==> src/rtl/mem_port_arbiter_if.sv <==
// Bundle of requester-side and DRAM-side signals around mem_port_arbiter.
// slave = the arbiter itself; master = the caches plus the DRAM controller.
`timescale 1ns/1ps
interface mem_port_arbiter_if #(
  parameter int NUM_REQ = 2,
  parameter int ADDR_W  = 16,
  parameter int PAGE_W  = 128
) ();
  localparam int ID_W = $clog2(NUM_REQ);

  // Requester side.
  logic [NUM_REQ-1:0]        req;
  logic [NUM_REQ-1:0]        we;
  logic [NUM_REQ*ADDR_W-1:0] addr;
  logic [NUM_REQ*PAGE_W-1:0] wdata;
  logic [NUM_REQ-1:0]        strobe;
  logic [PAGE_W-1:0]         rdata;
  logic                      grant_valid;
  logic [ID_W-1:0]           grant_id;

  // DRAM controller side.
  logic                      mem_req;
  logic                      mem_we;
  logic [ADDR_W-1:0]         mem_addr;
  logic [PAGE_W-1:0]         mem_wdata;
  logic                      mem_ack;
  logic [PAGE_W-1:0]         mem_rdata;
  logic                      timeout_err;

  modport slave (
    input  req, we, addr, wdata, mem_ack, mem_rdata,
    output strobe, rdata, grant_valid, grant_id,
           mem_req, mem_we, mem_addr, mem_wdata, timeout_err
  );

  modport master (
    output req, we, addr, wdata, mem_ack, mem_rdata,
    input  strobe, rdata, grant_valid, grant_id,
           mem_req, mem_we, mem_addr, mem_wdata, timeout_err
  );
endinterface

==> src/rtl/mem_port_arbiter.sv <==
// Round-robin arbiter sharing one DRAM page port between NUM_REQ caches.
// Optional ack watchdog enabled by defining MEM_ARB_TIMEOUT_EN.
`timescale 1ns/1ps
module mem_port_arbiter #(
  parameter int NUM_REQ        = 2,
  parameter int ADDR_W         = 16,
  parameter int PAGE_W         = 128,
  parameter int TIMEOUT_CYCLES = 255
) (
  input  logic                clk_i,
  input  logic                reset_i,
  mem_port_arbiter_if.slave   bus,
  output logic [1:0]          state_o
);
  localparam int ID_W = $clog2(NUM_REQ);

  localparam logic [1:0] S_IDLE    = 2'd0;
  localparam logic [1:0] S_MEM     = 2'd1;
  localparam logic [1:0] S_STROBE  = 2'd2;
  localparam logic [1:0] S_RELEASE = 2'd3;

  if (NUM_REQ < 2 || NUM_REQ > 8 || TIMEOUT_CYCLES < 1) begin : g_bad_param
    $error("mem_port_arbiter: NUM_REQ must be 2..8 and TIMEOUT_CYCLES >= 1");
  end

  logic [1:0]         state_q, state_d;
  logic [ID_W-1:0]    rr_ptr_q, rr_ptr_d;
  logic [ID_W-1:0]    grant_id_q, grant_id_d;
  logic               grant_valid_q, grant_valid_d;
  logic               mem_req_q, mem_req_d;
  logic               mem_we_q, mem_we_d;
  logic [ADDR_W-1:0]  mem_addr_q, mem_addr_d;
  logic [PAGE_W-1:0]  mem_wdata_q, mem_wdata_d;
  logic [PAGE_W-1:0]  rdata_q, rdata_d;
  logic [NUM_REQ-1:0] strobe_q, strobe_d;

`ifdef MEM_ARB_TIMEOUT_EN
  localparam int TO_RAW = $clog2(TIMEOUT_CYCLES + 1);
  localparam int TO_W   = (TO_RAW < 8) ? 8 : ((TO_RAW > 16) ? 16 : TO_RAW);
  logic [TO_W-1:0]    to_cnt_q, to_cnt_d;
  logic               timeout_err_q, timeout_err_d;
`endif

  // Round-robin pick: first requesting index at or after rr_ptr, wrapping.
  logic               pick_found;
  logic [ID_W-1:0]    pick_id;
  logic [ID_W-1:0]    cand;

  always_comb begin
    pick_found = 1'b0;
    pick_id    = '0;
    cand       = '0;
    for (int k = 0; k < NUM_REQ; k++) begin
      if (int'(rr_ptr_q) + k >= NUM_REQ) cand = ID_W'(int'(rr_ptr_q) + k - NUM_REQ);
      else                               cand = ID_W'(int'(rr_ptr_q) + k);
      if (!pick_found && bus.req[cand]) begin
        pick_found = 1'b1;
        pick_id    = cand;
      end
    end
  end

  always_comb begin
    state_d       = state_q;
    rr_ptr_d      = rr_ptr_q;
    grant_id_d    = grant_id_q;
    grant_valid_d = grant_valid_q;
    mem_req_d     = mem_req_q;
    mem_we_d      = mem_we_q;
    mem_addr_d    = mem_addr_q;
    mem_wdata_d   = mem_wdata_q;
    rdata_d       = rdata_q;
    strobe_d      = '0;
`ifdef MEM_ARB_TIMEOUT_EN
    to_cnt_d      = to_cnt_q;
    timeout_err_d = timeout_err_q;
`endif
    case (state_q)
      S_IDLE: begin
        if (pick_found) begin
          grant_id_d    = pick_id;
          grant_valid_d = 1'b1;
          mem_req_d     = 1'b1;
          mem_we_d      = bus.we[pick_id];
          mem_addr_d    = bus.addr[pick_id*ADDR_W +: ADDR_W];
          mem_wdata_d   = bus.wdata[pick_id*PAGE_W +: PAGE_W];
`ifdef MEM_ARB_TIMEOUT_EN
          to_cnt_d      = '0;
`endif
          state_d       = S_MEM;
        end
      end
      S_MEM: begin
`ifdef MEM_ARB_TIMEOUT_EN
        to_cnt_d = to_cnt_q + 1'b1;
`endif
        if (bus.mem_ack) begin
          mem_req_d            = 1'b0;
          if (!mem_we_q) rdata_d = bus.mem_rdata;
          strobe_d[grant_id_q] = 1'b1;
          state_d              = S_STROBE;
        end
`ifdef MEM_ARB_TIMEOUT_EN
        // Give up on the DRAM but still release the requester; rdata untouched.
        else if (to_cnt_q == TO_W'(TIMEOUT_CYCLES - 1)) begin
          mem_req_d            = 1'b0;
          timeout_err_d        = 1'b1;
          strobe_d[grant_id_q] = 1'b1;
          state_d              = S_STROBE;
        end
`endif
      end
      S_STROBE: begin
        state_d = S_RELEASE;
      end
      default: begin
        if (!bus.req[grant_id_q]) begin
          grant_valid_d = 1'b0;
          if (int'(grant_id_q) == NUM_REQ - 1) rr_ptr_d = '0;
          else                                 rr_ptr_d = grant_id_q + ID_W'(1);
          state_d = S_IDLE;
        end
      end
    endcase
  end

  always_ff @(posedge clk_i or posedge reset_i) begin
    if (reset_i) begin
      state_q       <= S_IDLE;
      rr_ptr_q      <= '0;
      grant_id_q    <= '0;
      grant_valid_q <= 1'b0;
      mem_req_q     <= 1'b0;
      mem_we_q      <= 1'b0;
      mem_addr_q    <= '0;
      mem_wdata_q   <= '0;
      rdata_q       <= '0;
      strobe_q      <= '0;
    end else begin
      state_q       <= state_d;
      rr_ptr_q      <= rr_ptr_d;
      grant_id_q    <= grant_id_d;
      grant_valid_q <= grant_valid_d;
      mem_req_q     <= mem_req_d;
      mem_we_q      <= mem_we_d;
      mem_addr_q    <= mem_addr_d;
      mem_wdata_q   <= mem_wdata_d;
      rdata_q       <= rdata_d;
      strobe_q      <= strobe_d;
    end
  end

`ifdef MEM_ARB_TIMEOUT_EN
  always_ff @(posedge clk_i or posedge reset_i) begin
    if (reset_i) begin
      to_cnt_q      <= '0;
      timeout_err_q <= 1'b0;
    end else begin
      to_cnt_q      <= to_cnt_d;
      timeout_err_q <= timeout_err_d;
    end
  end
  assign bus.timeout_err = timeout_err_q;
`else
  assign bus.timeout_err = 1'b0;
`endif

  assign bus.strobe      = strobe_q;
  assign bus.rdata       = rdata_q;
  assign bus.grant_valid = grant_valid_q;
  assign bus.grant_id    = grant_id_q;
  assign bus.mem_req     = mem_req_q;
  assign bus.mem_we      = mem_we_q;
  assign bus.mem_addr    = mem_addr_q;
  assign bus.mem_wdata   = mem_wdata_q;
  assign state_o         = state_q;

  a_strobe_onehot: assert property (@(posedge clk_i) disable iff (reset_i) $onehot0(strobe_q));
  a_mem_req_state: assert property (@(posedge clk_i) disable iff (reset_i) mem_req_q |-> state_q == S_MEM);
endmodule

==> src/flat_wrapper.sv <==
// flat-port wrapper written by rule: the top's interface ports become plain ports
module mem_port_arbiter_flat 
#(
  parameter int NUM_REQ        = 2,
  parameter int ADDR_W         = 16,
  parameter int PAGE_W         = 128,
  parameter int TIMEOUT_CYCLES = 255
)
  (clk_i, reset_i, state_o, bus_req, bus_we, bus_addr, bus_wdata, bus_mem_ack, bus_mem_rdata, bus_strobe, bus_rdata, bus_grant_valid, bus_grant_id, bus_mem_req, bus_mem_we, bus_mem_addr, bus_mem_wdata, bus_timeout_err);
  mem_port_arbiter_if #(.NUM_REQ(NUM_REQ), .ADDR_W(ADDR_W), .PAGE_W(PAGE_W)) bus_i ();
  input  logic clk_i;
  input  logic reset_i;
  output logic [1:0] state_o;
  input wire logic [$bits(bus_i.req)-1:0] bus_req;
  input wire logic [$bits(bus_i.we)-1:0] bus_we;
  input wire logic [$bits(bus_i.addr)-1:0] bus_addr;
  input wire logic [$bits(bus_i.wdata)-1:0] bus_wdata;
  input wire logic [$bits(bus_i.mem_ack)-1:0] bus_mem_ack;
  input wire logic [$bits(bus_i.mem_rdata)-1:0] bus_mem_rdata;
  output wire logic [$bits(bus_i.strobe)-1:0] bus_strobe;
  output wire logic [$bits(bus_i.rdata)-1:0] bus_rdata;
  output wire logic [$bits(bus_i.grant_valid)-1:0] bus_grant_valid;
  output wire logic [$bits(bus_i.grant_id)-1:0] bus_grant_id;
  output wire logic [$bits(bus_i.mem_req)-1:0] bus_mem_req;
  output wire logic [$bits(bus_i.mem_we)-1:0] bus_mem_we;
  output wire logic [$bits(bus_i.mem_addr)-1:0] bus_mem_addr;
  output wire logic [$bits(bus_i.mem_wdata)-1:0] bus_mem_wdata;
  output wire logic [$bits(bus_i.timeout_err)-1:0] bus_timeout_err;
  assign bus_i.req = bus_req;
  assign bus_i.we = bus_we;
  assign bus_i.addr = bus_addr;
  assign bus_i.wdata = bus_wdata;
  assign bus_i.mem_ack = bus_mem_ack;
  assign bus_i.mem_rdata = bus_mem_rdata;
  assign bus_strobe = bus_i.strobe;
  assign bus_rdata = bus_i.rdata;
  assign bus_grant_valid = bus_i.grant_valid;
  assign bus_grant_id = bus_i.grant_id;
  assign bus_mem_req = bus_i.mem_req;
  assign bus_mem_we = bus_i.mem_we;
  assign bus_mem_addr = bus_i.mem_addr;
  assign bus_mem_wdata = bus_i.mem_wdata;
  assign bus_timeout_err = bus_i.timeout_err;
  mem_port_arbiter #(.NUM_REQ(NUM_REQ), .ADDR_W(ADDR_W), .PAGE_W(PAGE_W), .TIMEOUT_CYCLES(TIMEOUT_CYCLES)) u_core (.clk_i(clk_i), .reset_i(reset_i), .bus(bus_i), .state_o(state_o));
endmodule
==> config.mk <==
export PLATFORM = sky130hd
export DESIGN_NAME = mem_port_arbiter_flat
export DESIGN_NICKNAME = d
export VERILOG_FILES = /design/src/rtl/mem_port_arbiter_if.sv /design/src/rtl/mem_port_arbiter.sv /design/src/flat_wrapper.sv
export SDC_FILE = /design/constraint.sdc
export NUM_CORES = 1
export LEC_CHECK = 0
export ABC_AREA = 1
export CORE_AREA = 2 2 272 274
export CTS_BUF_LIST = sky130_fd_sc_hd__clkbuf_16
export CTS_CLUSTER_SIZE = 28
export DETAILED_ROUTE_END_ITERATION = 8
export DIE_AREA = 0 0 274 276
export MAX_ROUTING_LAYER = met4
export PLACE_DENSITY = 0.49
export SLEW_MARGIN = 0
export SYNTH_ARGS = -nofsm -noshare
export SYNTH_HDL_FRONTEND = slang
export SYNTH_SLANG_ARGS = --single-unit
export TNS_END_PERCENT = 10
==> constraint.sdc <==
create_clock -name clk_i -period 13.9 [get_ports clk_i]
set_clock_uncertainty 0.15 [all_clocks]
set_input_delay 2.78 -clock clk_i [delete_from_list [all_inputs] [get_ports clk_i]]
set_output_delay 2.78 -clock clk_i [all_outputs]
set_load 0.01 [all_outputs]
==> results of run 1 <==
==> cells by family (layout without fill, tap and decap cells) <==
group	after synthesis	count (layout)	synth area share
DFF	281	281	0.503
buffers and inverters	522	1205	0.162
and+or+nand+nor	888	888	0.252
other	1	6	0.000268
AOI/OAI and AO/OA	133	133	0.0782
adders and majority gates	4	4	0.00358
==> flip-flops by register name, indices dropped and copies added, names as in the netlist <==
signal,cells
u_core.bus.rdata,128
u_core.state_o,2
u_core.bus.mem_addr,16
u_core.bus.grant_id,1
u_core.rr_ptr_q,1
u_core.bus.strobe,2
u_core.bus.mem_we,1
u_core.bus.mem_req,1
u_core.bus.mem_wdata,128
u_core.bus.grant_valid,1
==> layer usage <==
layer  routed length, um  track usage  share of wire  vias up
met3                4400       0.0423          0.082       62
met4                1300       0.0401          0.024        0
met5                   0            -              0        -
met1               20200        0.150           0.38     6198
met2               27600        0.252           0.52      453
li1                    -            -              -     6642
==> worst max-delay path, cell delays in order <==
cell,delay (ns)
clkdlybuf4s50_1,0.55
nand2_4,0.29
inv_4,0.59
buf_4,0.84
nand2_1,0.13
nand3_1,0.11
nand2_1,0.07
==> worst paths after layout <==
| path | to | slack [ns] | cells past startpoint |
|---|---|---|---|
| worst max-delay path | u_core.bus.mem_wdata[49] | 8.60 | 7 |
| max in group asynchronous | u_core.bus.mem_req | 8.89 | 4 |
| worst max register to register | u_core.bus.rdata[70] | 10.76 | 6 |
| worst min-delay path | u_core.bus.grant_valid | 0.32 | 2 |
| min in group asynchronous | u_core.bus.rdata[34] | 2.71 | 2 |
| worst min register to register | u_core.bus.grant_valid | 0.32 | 2 |
==> cell usage after synthesis <==
| master | n |
|---|---|
| o21ai_2 | 114 |
| inv_1 | 427 |
| nor2_1 | 6 |
| buf_4 | 5 |
| clkbuf_1 | 19 |
| nand3_1 | 148 |
| dfrtp_1 | 281 |
| nand2_1 | 732 |
| inv_2 | 2 |
| buf_1 | 1 |
| o21ai_0 | 8 |
| o21ai_1 | 8 |
| nor2_4 | 1 |
| or2_1 | 1 |
| ha_1 | 4 |
| buf_2 | 35 |
| a21oi_1 | 3 |
| buf_6 | 33 |
| conb_1 | 1 |
==> through the flow <==
stage	hold slack, ns	worst slack [ns]	std cells	utilization	power, W
3_3_place_gp	0.307	8.01	3406	0.298	0.00357
2_1_floorplan	0.351	3.22	1829	-	0.00241
5_1_grt	0.341	8.37	3476	0.313	0.00474
3_5_place_dp	0.311	8.00	3406	0.298	0.00360
4_1_cts	0.323	8.59	3471	0.313	0.00451
6_report	0.316	8.60	3476	0.313	0.00441
==> power by group through the flow <==
stage | sequential [W] | clock (W) | combinational [W]
3_3_place_gp | 0.00145 | 0 | 0.00213
5_1_grt | 0.00150 | 0.000943 | 0.00230
2_1_floorplan | 0.00160 | 0 | 0.000815
6_report | 0.00145 | 0.000866 | 0.00209
3_5_place_dp | 0.00146 | 0 | 0.00215
4_1_cts | 0.00145 | 0.000907 | 0.00215
==> final cells by class <==
| type | instances | area, um^2 | area share |
|---|---|---|---|
| Timing Repair Buffer | 711 | 7120 | 0.313 |
| Sequential cell | 281 | 7030 | 0.309 |
| Multi-Input combinational cell | 1026 | 4690 | 0.206 |
| Inverter | 429 | 1620 | 0.0713 |
| Tap cell | 959 | 1200 | 0.0527 |
| Clock buffer | 37 | 926 | 0.0407 |
| Clock inverter | 28 | 153 | 0.00671 |
| Antenna cell | 5 | 12.5 | 0.000550 |
==> placed cells by master, fill, tap and decap left out <==
cell type	count
nor2_1	6
clkbuf_16	37
conb_1	1
o21ai_0	8
o21ai_1	8
clkinv_1	9
o21ai_2	114
clkdlybuf4s50_1	702
buf_4	7
nand2_4	1
nand3_1	148
or2_4	1
inv_6	2
inv_2	1
ha_1	4
clkinv_4	1
inv_4	2
diode_2	5
a21oi_1	3
inv_8	1
inv_1	435
nand2_1	731
dfrtp_1	281
nor2_4	1
buf_12	2
bufinv_16	1
clkinv_2	5
==> flow_summary.toml, run 1 <==
[clock_network]
post_cts_buffers = 0
clock_tree.root_cell = "clkbuf_16"
postCtsHoldBufs = 0
cts_sinks = 281
cts_max_path_buffers = 3
cts_buffers = 36
cts_resized = 0
h-tree-depth = 2
clk_latency_ns = 0.53
clk_pin_slew_ns = 0.06
cts_tree = "built"

[final_layout]
areaGrowthSynthToFinish_pct = 62.8
fill_cells = 7816
final_area_mm2 = 0.0228
nets = 2912
layout-drive-gt1-share = 0.0701

[sta]
slew_headroom = 0.244
period_minus_slack_ns = 5.30
rsz0062_at_grt = "no"
maxSlewViolCount = 0
fin_crit_sh = 0.382
fin_tns_setup_ns = 0
hold_violations = 0
tightest_slew_ns = 1.13
fmax_mhz = 189
finalSetupViolCount = 0

[detailed_routing]
drcViolationCount = 0
vias = 13355
wl_mm = 53.5
firstDrtPassIters = 4
drt-initial-drc-count = 653
vias_per_cell = 3.84
wl_per_cell_um = 15.4
detail-route-antenna-nets = 0

[pwr]
intPower_w = 0.00276
powerDensity_mw_per_mm2 = 194
leakagePower_nw = 11.7
seq_power_share = 0.328
p_switching_w = 0.00165
comb_power_share = 0.475
peakVddDrop_v = 0.000108
clock_power_share = 0.197
p_sw_frac = 0.374

[synthesis]
synth_seq_cells = 281
synth_cell_types = 19
yosys-top-cells-area = "dfrtp_1 50%, nand2_1 20%, inv_1 11%, o21ai_2 7.1%, nand3_1 5.3%"
yosysTopAreaCell = "dfrtp_1"
synth_top_area_share = 0.503
synthCells = 1829
synthesis.area_mm2 = 0.0140
ys_seq_area_frac = 0.503
avgSynthCellArea_um2 = 7.64
ys.warnings.count = 0
syn_nets = 2256

[placed_design]
dp_hpwl_mm = 40.1
port_buffers = 702
place.gp.congestion = 0.833
place_area_mm2 = 0.0217

[die]
fp-row-count = 99
start_util = 0.193
ios = 704
die_h_um = 276
core_mm2 = 0.0726
dieArea_mm2 = 0.0756
dieWidth_um = 274

[global_routing]
grt_pass1_wl_mm = 81.2
grt_max_degree = 197
grt_overflow = 0
grt_pass1_vias = 13805
grt.total_usage = 0.142
antenna_found_initial = 5

[worst_setup_path]
cp-startpoint = "bus_req[1]"
crit_type = "in2reg"
critical_path_arrival_ns = 5.57
crit_required_ns = 14.16
crit_path_end_kind = "flop"
worstPathMaxFanout = 85
worst_setup_path_start_kind = "primary input"
worstReg2RegStart = "u_core.state_o[1]"

[job]
max_cap_violations = 0

[run_status]
outcome = "finished, final reports clean"

[hold_path]
hp-start = "u_core.bus.grant_valid"
holdCritPathClass = "reg2reg"
Power figures use the tool's default switching activity.
==> inputs of run 2 (changes only) <==
Settings changed: PLACE_DENSITY 0.49 to 0.5.
Clock period 13.9 ns to 4.7 ns, I/O delays scaled along.
==> run 2 against run 1 <==
Against the previous run: sequential share of layout area down 0.26 points; worst setup slack got worse by 6.6 ns; design area up 0.84%; hold slack gained 0.0038 ns; count of clock-buffer cells in the layout is 2 lower; first-iteration DRC count fell by 13%; routed wire length shrank 3.7%; cell count up 0.26%; critical path depth is 6 lower; non-clock buffer count rose by 14; clock power rose to 3.0 times the previous value; critical endpoint is now bus_mem_wdata[25]; largest power group unchanged.
==> flow_summary.toml, run 2 (same netlist as run 1, synthesis figures left out) <==
[final_layout]
layout-drive-gt1-share = 0.0757
nets = 2925
final_area_mm2 = 0.0229
final_cell_mix = "731 x nand2_1, 702 x clkdlybuf4s50_1, 435 x inv_1"
areaGrowthSynthToFinish_pct = 64.1
final_common_cell = "nand2_1"

[clock_network]
cts_resized = 0
postCtsHoldBufs = 0
clk_pin_slew_ns = 0.06
h-tree-depth = 2
cts_buffers = 35
post_cts_buffers = 0
cts_sinks = 281
cts_max_path_buffers = 3
clk_latency_ns = 0.53
clock_tree.root_cell = "clkbuf_16"
cts_tree = "built"

[die]
fp-row-count = 99
ios = 704
core_mm2 = 0.0726
die_h_um = 276
start_util = 0.193
dieArea_mm2 = 0.0756
dieWidth_um = 274

[sta]
rsz0062_at_grt = "no"
maxSlewViolCount = 0
tightest_slew_ns = 0.918
hold_violations = 0
fin_tns_setup_ns = 0
fmax_mhz = 366
slew_headroom = 0.388
period_minus_slack_ns = 2.73
finalSetupViolCount = 0
fin_crit_sh = 0.581

[detailed_routing]
detail-route-antenna-nets = 0
wl_mm = 51.5
firstDrtPassIters = 5
drt-initial-drc-count = 565
vias = 13304
wl_per_cell_um = 14.8
drcViolationCount = 0
vias_per_cell = 3.82

[pwr]
powerDensity_mw_per_mm2 = 570
leakagePower_nw = 11.8
clock_power_share = 0.199
seq_power_share = 0.324
p_switching_w = 0.00484
p_sw_frac = 0.370
power_w = 0.0131
comb_power_share = 0.477
intPower_w = 0.00825
peakVddDrop_v = 0.000360

[worst_setup_path]
max_stage_delay_ns = 0.69
r2r-end = "u_core.bus.rdata[65]"
worstPathMaxFanout = 2
critical_path_arrival_ns = 1.64
critPathBufInv = 1
path_cells = "clkdlybuf4s50_1"
crit_type = "reg2out"
r2r_cells = 6
ff2ff_setup_slack_ns = 2.33
cp-startpoint = "u_core.bus.mem_wdata[25]"
crit_path_end_kind = "primary output"
cp_slowest_cell = "clkdlybuf4s50_1"
worst_setup_path_start_kind = "flop"
crit_family = "buffers and inverters"
crit_cells = 1
crit_required_ns = 3.61
worstReg2RegStart = "u_core.state_o[1]"

[run_status]
outcome = "finished, final reports clean"

[global_routing]
grt_max_degree = 148
met3_usage = 0.0395
grt_overflow = 0
use_met1 = 0.154
grt-busiest-layer = "met2"
antenna_found_initial = 2
grt_pass1_vias = 13390
use_met2 = 0.233
grt.total_usage = 0.136
grt_pass1_wl_mm = 78.6

[placed_design]
place.gp.congestion = 0.874
port_buffers = 702
dp_hpwl_mm = 39.0
place_area_mm2 = 0.0218

[hold_path]
min_to = "u_core.bus.grant_valid"
hp-start = "u_core.bus.grant_valid"
holdCritPathClass = "reg2reg"
holdPathStages = 2

[job]
max_cap_violations = 0
run 2: changes by cell type in the layout (fill, tap and decap cells not counted):
cell / change
buf_12: +7
inv_6: +1
clkinv_2: -1
buf_4: +7
clkinvlp_4: +3
inv_8: -1
clkinv_1: -3
bufinv_16: +2
clkbuf_16: -2
diode_2: -3
clkinv_4: -1
run 2: metrics by stage:
stage	instances	util	hold WS [ns]	setup slack (ns)
6_report	3485	0.316	0.320	1.97
5_1_grt	3485	0.316	0.342	1.81
4_1_cts	3483	0.316	0.326	1.86
3_5_place_dp	3420	0.301	0.308	1.45
3_3_place_gp	3420	0.301	0.308	1.50
2_1_floorplan	1829	-	0.351	-0.111
run 2: how the worst max path moves through the flow:
stage                               endpoint  slack (ns)
global route               bus_mem_wdata[25]        1.81
finish                     bus_mem_wdata[25]        1.97
detailed placement  u_core.bus.mem_wdata[48]        1.45
CTS                        bus_mem_wdata[25]        1.86
global placement    u_core.bus.mem_wdata[39]        1.50
floorplan                u_core.bus.grant_id       -0.11
run 2: power groups by stage:
stage                     Sequential, W  Clock (W)  Combinational [W]
after floorplan                 0.00472          0            0.00241
after global routing            0.00440    0.00283            0.00684
after detailed placement        0.00426          0            0.00638
final                           0.00424    0.00260            0.00624
after CTS                       0.00426    0.00273            0.00639
after global placement          0.00426          0            0.00633
run 2: per-layer routing:
| metal | part of all wire | up-vias | wire [um] |
|---|---|---|---|
| met4 | 0.024 | 0 | 1240 |
| li1 | - | 6661 | - |
| met2 | 0.49 | 459 | 25500 |
| met5 | 0 | - | 0 |
| met1 | 0.40 | 6113 | 20500 |
| met3 | 0.083 | 71 | 4280 |
run 2: area by class of cell:
cell class / count / area [um^2]
timing repair buffer: 725 / 7310
clock inverter: 28 / 211
fill: 7660 / 49600
tap: 959 / 1200
multi-input combinational: 1026 / 4690
clock buffer: 35 / 876
inverter: 429 / 1620
sequential: 281 / 7030
antenna: 2 / 5.00
==> inputs of run 3 (changes only) <==
Clock period 4.7 ns to 2.4 ns, I/O delays scaled along.
==> run 3 against run 2 <==
Against the previous run: non-clock buffer count is 36 higher; via count up 1.3%; global-route usage up 0.51 points; total power grew 98%; clock power is 88% higher; count of clock-buffer cells in the layout unchanged; register-to-register slack lost 2.0 ns; critical path depth unchanged; routed wire length grew 3.8%.
==> flow_summary.toml, run 3 (same netlist as run 1, synthesis figures left out) <==
[pwr]
powerDensity_mw_per_mm2 = 1110
intPower_w = 0.0162
p_sw_frac = 0.373
comb_power_share = 0.486
peakVddDrop_v = 0.000556
power_w = 0.0259
seq_power_share = 0.324
clock_power_share = 0.189
p_switching_w = 0.00965
leakagePower_nw = 12.0

[worst_setup_path]
crit_family = "buffers and inverters"
critPathBufInv = 1
cp_slowest_cell = "clkdlybuf4s50_1"
crit_type = "reg2out"
crit_required_ns = 1.77
critical_path_arrival_ns = 1.66
worst_setup_path_start_kind = "flop"
crit_path_end_kind = "primary output"
worstPathMaxFanout = 2
max_stage_delay_ns = 0.79
path_cells = "clkdlybuf4s50_1"

[sta]
period_minus_slack_ns = 2.29
tightest_slew_ns = 0.519
maxSlewViolCount = 0
hold_violations = 0
fin_crit_sh = 0.955
fin_tns_setup_ns = 0
fmax_mhz = 436
hold_ws_ns = 0.215
finalSetupViolCount = 0
slew_headroom = 0.654
finalWorstSetupSlack_ns = 0.109
rsz0062_at_grt = "no"

[global_routing]
grt_pass1_vias = 13772
grt_overflow = 0
grt.total_usage = 0.141
grt_max_degree = 54
grt_pass1_wl_mm = 80.9
antenna_found_initial = 1

[detailed_routing]
wl_mm = 53.5
vias = 13480
vias_per_cell = 3.83
wl_per_cell_um = 15.2
drt-initial-drc-count = 503
drcViolationCount = 0
firstDrtPassIters = 7
detail-route-antenna-nets = 0

[clock_network]
cts_max_path_buffers = 3
h-tree-depth = 2
cts_buffers = 35
cts_sinks = 281
clk_latency_ns = 0.52
clock_tree.root_cell = "clkbuf_16"
cts_tree = "built"
clk_pin_slew_ns = 0.06

[die]
dieWidth_um = 274
ios = 704
dieArea_mm2 = 0.0756
start_util = 0.193
die_h_um = 276
fp-row-count = 99
core_mm2 = 0.0726

[final_layout]
final_cell_mix = "731 x nand2_1, 700 x clkdlybuf4s50_1, 431 x inv_1"
fill_cells = 7701
areaGrowthSynthToFinish_pct = 66.8
seqCellArea_mm2 = 0.00703
nets = 2961
multi_input_area_mm2 = 0.00469
layout-drive-gt1-share = 0.0895
final_common_cell = "nand2_1"

[placed_design]
preCtsSetupSlack_ns = 0.0654
port_buffers = 702
place.gp.congestion = 0.918
dp_hpwl_mm = 41.7

[job]
max_cap_violations = 0

[hold_path]
holdCritPathClass = "in2async"

[run_status]
outcome = "finished, final reports clean"
-- run 3: changes by cell type in the layout (fill, tap and decap cells not counted) --
cell	before	now
clkinv_2	4	9
buf_12	9	21
clkinvlp_4	3	2
diode_2	2	1
clkinv_1	6	7
buf_4	14	38
clkdlybuf4s50_1	702	700
bufinv_16	3	1
dlymetal6s2s_1	0	2
inv_1	435	431
-- run 3: metal layers --
| layer | part of all wire | GRT usage | up-vias |
|---|---|---|---|
| li1 | - | - | 6713 |
| met1 | 0.39 | 0.156 | 6211 |
| met2 | 0.50 | 0.244 | 483 |
| met3 | 0.083 | 0.0398 | 73 |
| met4 | 0.028 | 0.0433 | 0 |
| met5 | 0 | - | - |
-- run 3: final cells by class --
class | count | area share
clock buffer | 35 | 0.0376
multi-input combinational | 1026 | 0.201
clock inverter | 27 | 0.00676
tap | 959 | 0.0515
timing repair buffer | 761 | 0.332
inverter | 429 | 0.0695
sequential | 281 | 0.302
antenna | 1 | 0.000107
-- run 3: what timing repair did --
action	4_1_cts	5_1_grt
setup buffers	0	0
hold buffers	0	0
endpoints found under the setup margin	0	2
resized for setup	0	2
-- run 3: through the flow --
stage           util  std cells  area [um^2]
6_report       0.321       3519        23300
5_1_grt        0.321       3519        23300
4_1_cts        0.321       3518        23300
3_5_place_dp   0.307       3456        22300
3_3_place_gp   0.307       3456        22300
2_1_floorplan      -       1829        14000
-- run 3: power by group through the flow --
stage | sequential (W) | clock, W | combinational (W)
after floorplan | 0.00924 | 0 | 0.00472
after global placement | 0.00843 | 0 | 0.0127
after detailed placement | 0.00844 | 0 | 0.0128
after CTS | 0.00843 | 0.00514 | 0.0129
after global routing | 0.00868 | 0.00533 | 0.0138
final | 0.00840 | 0.00490 | 0.0126
-- run 3: final timing paths --
path                                          end  cells past startpoint  slack [ns]                      from
max                             bus_mem_wdata[25]                      1        0.11  u_core.bus.mem_wdata[25]
min                           u_core.bus.rdata[7]                      3        0.21                   reset_i
max reg2reg                   u_core.bus.rdata[1]                      7        0.33         u_core.state_o[1]
min reg2reg                u_core.bus.grant_valid                      2        0.32    u_core.bus.grant_valid
max in group asynchronous   u_core.bus.rdata[106]                      4        1.28                   reset_i
min in group clk_i         u_core.bus.grant_valid                      2        0.32    u_core.bus.grant_valid
